<file path="config.mk">
export PLATFORM = sky130hd
export DESIGN_NAME = ahb_rdata_resp_mux
export DESIGN_NICKNAME = d
export VERILOG_FILES = /design/src/rtl/ahb_rdata_resp_mux.sv
export SDC_FILE = /design/constraint.sdc
export NUM_CORES = 1
export LEC_CHECK = 0
export ABC_AREA = 0
export BUFFER_PORTS_ARGS = -buffer_cell sky130_fd_sc_hd__buf_2
export CELL_PAD_IN_SITES_DETAIL_PLACEMENT = 0
export CELL_PAD_IN_SITES_GLOBAL_PLACEMENT = 1
export CORE_MARGIN = 1.5
export CORE_UTILIZATION = 23
export DETAILED_ROUTE_END_ITERATION = 8
export PLACE_DENSITY = 0.79
export SYNTH_ARGS = -nofsm -noshare
export SYNTH_HDL_FRONTEND = slang
export SYNTH_SLANG_ARGS = --single-unit
</file>
<file path="constraint.sdc">
create_clock -name hclk -period 2.4 [get_ports hclk]
set_clock_uncertainty 0.05 [all_clocks]
set_input_delay 0.36 -clock hclk [delete_from_list [all_inputs] [get_ports hclk]]
set_output_delay 0.36 -clock hclk [all_outputs]
set_load 0.02 [all_outputs]
</file>
<file path="src/rtl/ahb_rdata_resp_mux.sv">
// ahb_rdata_resp_mux
//   AHB slave-to-master response multiplexer with a registered data-phase select
//   and a built-in default slave. The decoder select is captured in the address
//   phase. During the data phase the selected slave's HRDATA/HREADYOUT/HRESP is
//   routed to the master. An active transfer that hits no slave gets the
//   two-cycle ERROR response, and each such decode error is counted.
//
// Ports
//   hclk, hreset  clock; asynchronous active-high reset
//   hsel_vec      decoder select, address phase (lowest set bit wins)
//   htrans        master HTRANS, address phase (only bit 1 is used)
//   hrdata_s      packed slave read data, slave i at [i*DATA_W +: DATA_W]
//   hreadyout_s   slave HREADYOUT
//   hresp_s       slave HRESP (1 = ERROR)
//   hrdata        read data to master
//   hready        HREADY to master and all slaves
//   hresp         HRESP to master
//   err_count     saturating count of decode errors

module ahb_rdata_resp_mux #(
    parameter int unsigned NUM_SLAVES = 4,
    parameter int unsigned DATA_W     = 32,
    parameter int unsigned CNT_W      = 8
) (
    input  logic                         hclk,
    input  logic                         hreset,
    input  logic [NUM_SLAVES-1:0]        hsel_vec,
    input  logic [1:0]                   htrans,
    input  logic [NUM_SLAVES*DATA_W-1:0] hrdata_s,
    input  logic [NUM_SLAVES-1:0]        hreadyout_s,
    input  logic [NUM_SLAVES-1:0]        hresp_s,
    output logic [DATA_W-1:0]            hrdata,
    output logic                         hready,
    output logic                         hresp,
    output logic [CNT_W-1:0]             err_count
);

    localparam int unsigned SEL_W = (NUM_SLAVES > 1) ? $clog2(NUM_SLAVES) : 1;

    typedef enum logic [1:0] {StIdle, StErr1, StErr2} state_e;

    state_e             state_q, state_d;
    logic               dp_valid_q, dp_valid_d;
    logic [SEL_W-1:0]   dp_sel_q, dp_sel_d;
    logic [CNT_W-1:0]   cnt_q, cnt_d;
    logic [SEL_W-1:0]   sel_lo;
    logic               def_hit;
    logic               capture;

    // HTRANS[0] only distinguishes IDLE/BUSY and NONSEQ/SEQ, which do not matter here.
    logic unused_htrans0;
    assign unused_htrans0 = htrans[0];

    // Unpacked view of the slave data bus for clean indexing.
    logic [DATA_W-1:0] slv_data [NUM_SLAVES];
    for (genvar g = 0; g < NUM_SLAVES; g++) begin : g_slice
        assign slv_data[g] = hrdata_s[g*DATA_W +: DATA_W];
    end

    // Lowest index wins: scan downward so the last hit is the lowest set bit.
    always_comb begin
        sel_lo = '0;
        for (int i = NUM_SLAVES - 1; i >= 0; i--) begin
            if (hsel_vec[i]) sel_lo = SEL_W'(i);
        end
    end

    assign capture = hready;
    assign def_hit = htrans[1] & ~(|hsel_vec);

    always_comb begin
        state_d    = state_q;
        dp_valid_d = dp_valid_q;
        dp_sel_d   = dp_sel_q;
        cnt_d      = cnt_q;

        if (capture) begin
            dp_sel_d   = sel_lo;
            dp_valid_d = htrans[1] & (|hsel_vec);
        end

        case (state_q)
            StIdle:  if (capture && def_hit) state_d = StErr1;
            StErr1:  state_d = StErr2;
            StErr2:  state_d = (capture && def_hit) ? StErr1 : StIdle;
            default: state_d = StIdle;
        endcase

        if (state_q == StErr1) dp_valid_d = 1'b0;

        // Count every entry into ERR1, including ERR2->ERR1 chaining.
        if (state_d == StErr1 && state_q != StErr1 && cnt_q != {CNT_W{1'b1}}) begin
            cnt_d = cnt_q + 1'b1;
        end
    end

    always_ff @(posedge hclk or posedge hreset) begin
        if (hreset) begin
            state_q    <= StIdle;
            dp_valid_q <= 1'b0;
            dp_sel_q   <= '0;
            cnt_q      <= '0;
        end else begin
            state_q    <= state_d;
            dp_valid_q <= dp_valid_d;
            dp_sel_q   <= dp_sel_d;
            cnt_q      <= cnt_d;
        end
    end

    // Default-slave states take precedence; they never coexist with a valid data phase.
    always_comb begin
        hrdata = '0;
        hready = 1'b1;
        hresp  = 1'b0;
        if (state_q == StErr1) begin
            hready = 1'b0;
            hresp  = 1'b1;
        end else if (state_q == StErr2) begin
            hready = 1'b1;
            hresp  = 1'b1;
        end else if (dp_valid_q) begin
            hrdata = slv_data[dp_sel_q];
            hready = hreadyout_s[dp_sel_q];
            hresp  = hresp_s[dp_sel_q];
        end
    end

    assign err_count = cnt_q;

endmodule

</file>
### Word level (Yosys, flattened, before mapping)

Cells that the tools add are included.

* memories: 0
* ROM bits: 0
* output and inout port bits: 42
* bits in writable memories: 0
* word-level logic and storage cells: 47
* flip-flop bits (word level): 13
* latch bits: 0

* reduce and logical (&&, ||, !) cells: 6
* add/sub/neg operators: 1
* equal/unequal tests: 5
* $mul: 0
* muxes and demuxes: 25
* shifts and indexed selects: 0
* order comparisons: 2
* div/mod/pow operators: 0
* bitwise gates (word level): 4

Operators by type and width (number)
* $mux 32: 5
* $bmux 32 s2: 1
* $mux 1: 11
* $mux 2: 5
* $add 8x1->8 const B: 1
* $ne 8x8->1 const B: 1
* $pmux 2 s3: 1
* $bmux 1 s2: 2
* $eq 2x1->1 const B: 2
* $reduce_or 4->1: 1
* $ge 3x3->1 const B: 1
* $logic_and 1x1->1: 3
* $lt 2x3->1 const B: 1
* $not 2->3: 1
* $and 1x1->1: 2
* $eq 2x2->1 const B: 1
* $logic_not 2->1: 1
* $ne 2x1->1 const B: 1
* $reduce_bool 2->1: 1
* $not 1->1: 1

### Longest topological paths before layout

Gate-level depths: netlist (run 1).

* word-level depth: 11
* mapped depth: 5

### Worst setup path after synthesis (run 1)

Ideal clock, no wire load.

* path kind: register to output
* start: reg dp_sel_q[0]
* end: out hresp
* arrival: 1511 ps
* cell stages (with the launch flop): 6
* path buffers: 2
* data required time: 1990 ps
* slack: 479 ps
* path through: dfrtp_1 > buf_6 > buf_2 > mux4_2 > nand2_1 > nand3_1

* word-level cells in the longest chain between the ends: 5

Ends and longest elaborated chain
* start: declaration: line 44 `logic [SEL_W-1:0] dp_sel_q, dp_sel_d;`
* start signal: assignment: line 106 `dp_sel_q <= dp_sel_d;`
* $bmux 1 s2: line 125 `hresp = hresp_s[dp_sel_q];`
* $mux 1 (not written as such): line 125
* $mux 1: line 122 `end else if (dp_valid_q) begin`
* $mux 1: line 119 `end else if (state_q == StErr2) begin`
* $mux 1: line 116 `if (state_q == StErr1) begin`
* end: declaration: line 34 `output logic hresp,`

Every way passes these cells. The select of a mux whose other input is x is not followed.

### Final worst setup path (run 1)

* start: reg dp_sel_q[0]
* end: out hrdata[2]

* word-level cells in the longest chain between the ends: 7

Ends and longest elaborated chain
* $not 2->3 (not written as such): line 123 `hrdata = slv_data[dp_sel_q];`
* $bmux 32 s2: line 123
* $mux 32 (not written as such) (2 in a row): line 123
* $mux 32: line 122
* $mux 32: line 119
* $mux 32: line 116
* end: declaration: line 32 `output logic [DATA_W-1:0] hrdata,`

Every way passes these cells. The select of a mux whose other input is x is not followed.

==> impl_metrics.env, run 1 <==
export IMPL_cts_root_buf="clkbuf_8"
export IMPL_cts_tree="done"
export IMPL_synth_mux_area_share_pct=48.1
export IMPL_ant_nets=0
export IMPL_synth_top_family_by_area="multiplexers"
export IMPL_p_leak_uw=0.00141
export IMPL_crit_path_top_delay_cell="mux4_2"
export IMPL_die_x_um=88.2
export IMPL_nets=464
export IMPL_syn_num_nets=282
export IMPL_min_delay_path_class="in2async"
export IMPL_slew_violations=0
export IMPL_hold_violations=0
export IMPL_syn_area_per_cell_um2=12.2
export IMPL_std_cell_rows=30
export IMPL_synth_compound_area_share_pct=1.57
export IMPL_status="finished, final reports clean"
export IMPL_fillers=737
export IMPL_clock_latency_ns=0.24
export IMPL_io_buffers=184
export IMPL_grt_use_total_pct=15.3
export IMPL_synthSimpleGateAreaFrac_pct=22.1
export IMPL_hold_buffers=0
export IMPL_core_area_um2=6910
export IMPL_dpl_hpwl_um=5490
export IMPL_regToRegSetupSlack_ns=0.48
export IMPL_crit_path_end_kind="primary output"
export IMPL_ys_ff_latch=13
export IMPL_synth_top_area_share_pct=45.9
export IMPL_cts_sinks=13
export IMPL_ir_drop_uv=294
export IMPL_rsz0062_at_grt="no"
export IMPL_fmax_ghz=0.453
export IMPL_worst_pin_slew_ns=0.605
export IMPL_synthAdderAreaFrac_pct=0.750
export IMPL_ctsResizeCount=0
export IMPL_yosysSeqAreaShare_pct=19.5
export IMPL_crit_required_ns=1.99
export IMPL_post_drt_via_cell_ratio=4.71
export IMPL_period_minus_slack_ns=2.21
export IMPL_crit_chain="buf_12 -> mux4_2 -> nor2b_1 -> buf_2"
export IMPL_synth_cell_area_um2=1670
export IMPL_synthXorXnorAreaFrac_pct=3.67
export IMPL_ys_warn_count=0
export IMPL_fin_tns_setup_ns=0
export IMPL_worst_hold_slack_ns=0.0916
export IMPL_slew_limit_headroom_pct=59.6
export IMPL_vias=1952
export IMPL_finalPower_uw=1550
export IMPL_grt_max_degree=35
export IMPL_layout_common_cells="buf_2 (184), mux4_2 (34), nor2b_1 (32)"
export IMPL_dr_first_iter_drc_count=39
export IMPL_num_antenna_cells=0
export IMPL_area_growth_pct=64.5
export IMPL_numCtsBuffers=3
export IMPL_yosysUniqueCellTypes=28
export IMPL_critPathMaxFanout=34
export IMPL_postCtsSetupBuffers=0
export IMPL_crit_path_max_incr_delay_ns=0.55
export IMPL_antenna_found_initial=0
export IMPL_grt_pass1_vias=1897
export IMPL_powerDensity_nw_per_um2=563
export IMPL_htreeDepth=1
export IMPL_setup_viol=0
export IMPL_synthCells=137
export IMPL_dr_pass1_iters=4
export IMPL_yosys_top_cells_area="mux4_2 (46%), dfrtp_1 (19%), nor2b_1 (12%), xor2_1 (3.7%), nor4_1 (1.5%)"
export IMPL_critPathKind="reg2out"
export IMPL_dieArea_um2=7780
export IMPL_routed_wl_um=6480
export IMPL_drc=0
export IMPL_grt_overflow=0
export IMPL_grt_first_pass_wirelength_um=9170
export IMPL_wl_per_cell_um=15.6
export IMPL_crit_arrival_ns=1.80
export IMPL_gp_congestion=0.724
export IMPL_initial_core_util_pct=24.2
export IMPL_drive_gt1_share_pct=73.0
export IMPL_cap_violations=0
export IMPL_post_synth_top_area_cell="mux4_2"
export IMPL_die_height_um=88.2
export IMPL_min_period_over_period_pct=92.0
export IMPL_ios=186
export IMPL_final_common_cell="buf_2"
export IMPL_start_kind="flip-flop"
export IMPL_clockBufferDepth=2
export IMPL_clk_pin_slew_ns=0.05
cell families after synthesis:
| family | Yosys count |
|---|---|
| simple gates | 59 |
| xor+xnor | 7 |
| mux | 37 |
| flops | 13 |
| compound gates | 4 |
| buf+inv | 16 |
| fa+ha+maj | 1 |
synthesized netlist by cell type (all sizes together):
cell type and instances:
a21o 1, a21oi 2, and2b 2, and4bb 1, buf 5, clkbuf 6
dfrtp 13, ha 1, inv 5, mux2 3, mux4 34, nand2 4
nand2b 1, nand3 4, nand4 2, nor2 4, nor2b 32, nor3 2
nor3b 2, nor4 4, nor4b 1, o2111ai 1, xor2 7
power by group:
group	switching, µW	leakage [µW]	total (µW)	internal, µW
Clock	81.3	0.0000228	199	117
Sequential	36.0	0.000172	285	248
Combinational	528	0.00121	1060	534
Total	645	0.00141	1550	900
critical path: cells and delay by family, from the launching register on:
family / cells / cell delay (ns)
simple gates: 1 / 0.14
flops: 1 / 0.39
mux: 1 / 0.55
buf+inv: 2 / 0.45
path summary, 6_finish.rpt:
| kind | to | startpoint | depth (start not counted) |
|---|---|---|---|
| worst min-delay path | err_count[4] | hreset | 2 |
| worst max register to register | err_count[1] | err_count[0] | 5 |
| min in group hclk | state_q[0] | htrans[1] | 2 |
| worst min register to register | err_count[4] | err_count[4] | 1 |
| max in group asynchronous | dp_sel_q[0] | hreset | 2 |
| worst max-delay path | hrdata[2] | dp_sel_q[0] | 4 |
state kept, by name, indices dropped and copies added (netlist names):
register    count
dp_valid_q      1
dp_sel_q        2
state_q         2
err_count       8
routing by layer:
metal | global-route usage (%) | vias up | routed length, µm
met5 | 0 | - | 0
met3 | 2.45 | 3 | 589
met2 | 28.5 | 105 | 3450
met4 | 2.70 | 0 | 33
met1 | 18.8 | 944 | 2410
li1 | - | 900 | -
final cells by class:
cell class	count	area [µm²]	share of cell area, %
Tap cell	96	120	4.37
Timing Repair Buffer	188	963	35.1
Inverter	5	18.8	0.683
Sequential cell	13	327	11.9
Multi-Input combinational cell	108	1270	46.3
Clock buffer	4	45.0	1.64
metrics by stage:
stage	std cells	cell area (µm²)	util, %	setup slack, ns
global route	414	2750	39.8	0.0961
detailed placement	410	2700	39.1	0.302
finish	414	2750	39.8	0.193
CTS	414	2750	39.8	0.154
global placement	410	2700	39.1	0.330
floorplan	137	1670	-	0.479
No activity file was read; power rests on OpenSTA's default activity.
==> run 2: changes to the inputs <==
--- a/config.mk
+++ b/config.mk
@@ -12,7 +12,7 @@
 export CORE_MARGIN = 1.5
 export CORE_UTILIZATION = 23
 export DETAILED_ROUTE_END_ITERATION = 8
-export PLACE_DENSITY = 0.79
+export PLACE_DENSITY = 0.89
 export SYNTH_ARGS = -nofsm -noshare
 export SYNTH_HDL_FRONTEND = slang
 export SYNTH_SLANG_ARGS = --single-unit
==> run 2 against run 1 <==
Fmax fell by 2.8%. Flip-flop and latch count unchanged. Register-to-register slack hardly changed. Final area grew 0.50%. Routed wire length is 4.9% lower. First-iteration DRC count grew 10%. Final cell count rose by 0.72%. Non-clock buffer count up 3. Die area is the same. Largest cell class unchanged. Largest power group unchanged. Highest routed layer unchanged.
==> impl_metrics.env, run 2 (synthesized netlist as in run 1, its figures left out) <==
export IMPL_dpl_hpwl_um=5300
export IMPL_initial_core_util_pct=24.2
export IMPL_fin_cells=417
export IMPL_worst_pin_slew_ns=0.584
export IMPL_fmax_ghz=0.440
export IMPL_routed_wl_um=6160
export IMPL_htreeDepth=1
export IMPL_cts_root_buf="clkbuf_8"
export IMPL_period_minus_slack_ns=2.27
export IMPL_wl_per_cell_um=14.8
export IMPL_finalInstanceArea_um2=2760
export IMPL_grt_use_total_pct=14.0
export IMPL_critPathMaxFanout=4
export IMPL_slew_violations=0
export IMPL_rsz0062_at_grt="no"
export IMPL_min_period_over_period_pct=94.6
export IMPL_ios=186
export IMPL_vias=1892
export IMPL_crit_path_end_kind="primary output"
export IMPL_fin_tns_setup_ns=0
export IMPL_core_area_um2=6910
export IMPL_crit_required_ns=1.99
export IMPL_cap_violations=0
export IMPL_utilization_pct=40.0
export IMPL_largest_reg_flops=8
export IMPL_min_delay_path_class="in2async"
export IMPL_grt_max_degree=33
export IMPL_place_area_um2=2700
export IMPL_dr_first_iter_drc_count=43
export IMPL_die_height_um=88.2
export IMPL_final_common_cell="buf_2"
export IMPL_place_inst=412
export IMPL_drc=0
export IMPL_p_leak_uw=0.00142
export IMPL_finalPower_uw=1550
export IMPL_area_growth_pct=65.4
export IMPL_drive_gt1_share_pct=73.2
export IMPL_crit_arrival_ns=1.86
export IMPL_clockBufferDepth=2
export IMPL_powerDensity_nw_per_um2=563
export IMPL_io_buffers=184
export IMPL_cts_sinks=13
export IMPL_status="finished, final reports clean"
export IMPL_clock_latency_ns=0.25
export IMPL_std_cell_rows=30
export IMPL_ant_nets=0
export IMPL_cts_tree="done"
export IMPL_critPathKind="reg2out"
export IMPL_hold_violations=0
export IMPL_fillers=724
export IMPL_ir_drop_uv=637
export IMPL_grt_overflow=0
export IMPL_nets=467
export IMPL_gp_congestion=0.789
export IMPL_clk_pin_slew_ns=0.06
export IMPL_hold_buffers=0
export IMPL_layout_common_cells="buf_2 (184), mux4_2 (34), nor2b_1 (32)"
export IMPL_grt_pass1_vias=1823
export IMPL_dr_pass1_iters=4
export IMPL_die_x_um=88.2
export IMPL_num_antenna_cells=0
export IMPL_dieArea_um2=7780
export IMPL_grt_first_pass_wirelength_um=8470
export IMPL_numCtsBuffers=3
export IMPL_setup_viol=0
export IMPL_antenna_found_initial=0
export IMPL_slew_limit_headroom_pct=61.0
export IMPL_start_kind="flip-flop"
export IMPL_post_drt_via_cell_ratio=4.54
-- run 2: cell count changes in the layout (fill, tap and decap cells not counted) --
cell,delta
buf_12,-1
buf_6,+1
buf_4,+3
-- run 2: worst paths after layout --
path	startpoint	end	slack [ns]	cells past startpoint
max reg2reg	dp_sel_q[0]	dp_sel_q[1]	0.47	4
max	dp_sel_q[0]	hready	0.13	5
min in group hclk	htrans[1]	state_q[0]	0.40	2
max in group asynchronous	hreset	dp_sel_q[0]	1.83	2
min reg2reg	err_count[7]	err_count[7]	0.45	1
min	hreset	err_count[3]	0.08	2
-- run 2: cell type report --
| type | instances | area (µm²) | area share, % |
|---|---|---|---|
| timing repair buffer | 191 | 977 | 35.4 |
| sequential | 13 | 327 | 11.8 |
| tap | 96 | 120 | 4.35 |
| multi-input combinational | 108 | 1270 | 46.1 |
| clock buffer | 4 | 45.0 | 1.63 |
| inverter | 5 | 18.8 | 0.680 |
-- run 2: metrics by stage --
step,hold slack (ns),setup slack [ns]
floorplan,0.187,0.479
global placement,0.354,0.219
detailed placement,0.366,0.226
CTS,0.104,0.0949
global route,0.147,0.0272
finish,0.0847,0.129
-- run 2: power by group --
part	total, µW	internal (µW)	switching [µW]
Combinational	1060	539	525
Clock	201	118	83.8
Sequential	287	248	38.7
-- run 2: routing by layer --
| metal | wire length [µm] | vias to the layer above | track usage (%) |
|---|---|---|---|
| li1 | - | 900 | - |
| met1 | 2320 | 889 | 17.7 |
| met2 | 3240 | 101 | 26.0 |
| met3 | 579 | 2 | 1.98 |
| met4 | 27 | 0 | 1.85 |
| met5 | 0 | - | 0 |
-- run 2: timing repair --
item | 4_1_cts | 5_1_grt
resized for setup | 1 | 0
setup endpoints to repair | 18 | 0
setup buffers | 1 | 0
-- run 2: worst max-delay path: stages (launching register included) --
cell and delay, ns:
dfrtp_2 0.43, mux4_2 0.57, and2b_1 0.24, a21o_1 0.17, inv_1 0.05, buf_2 0.15
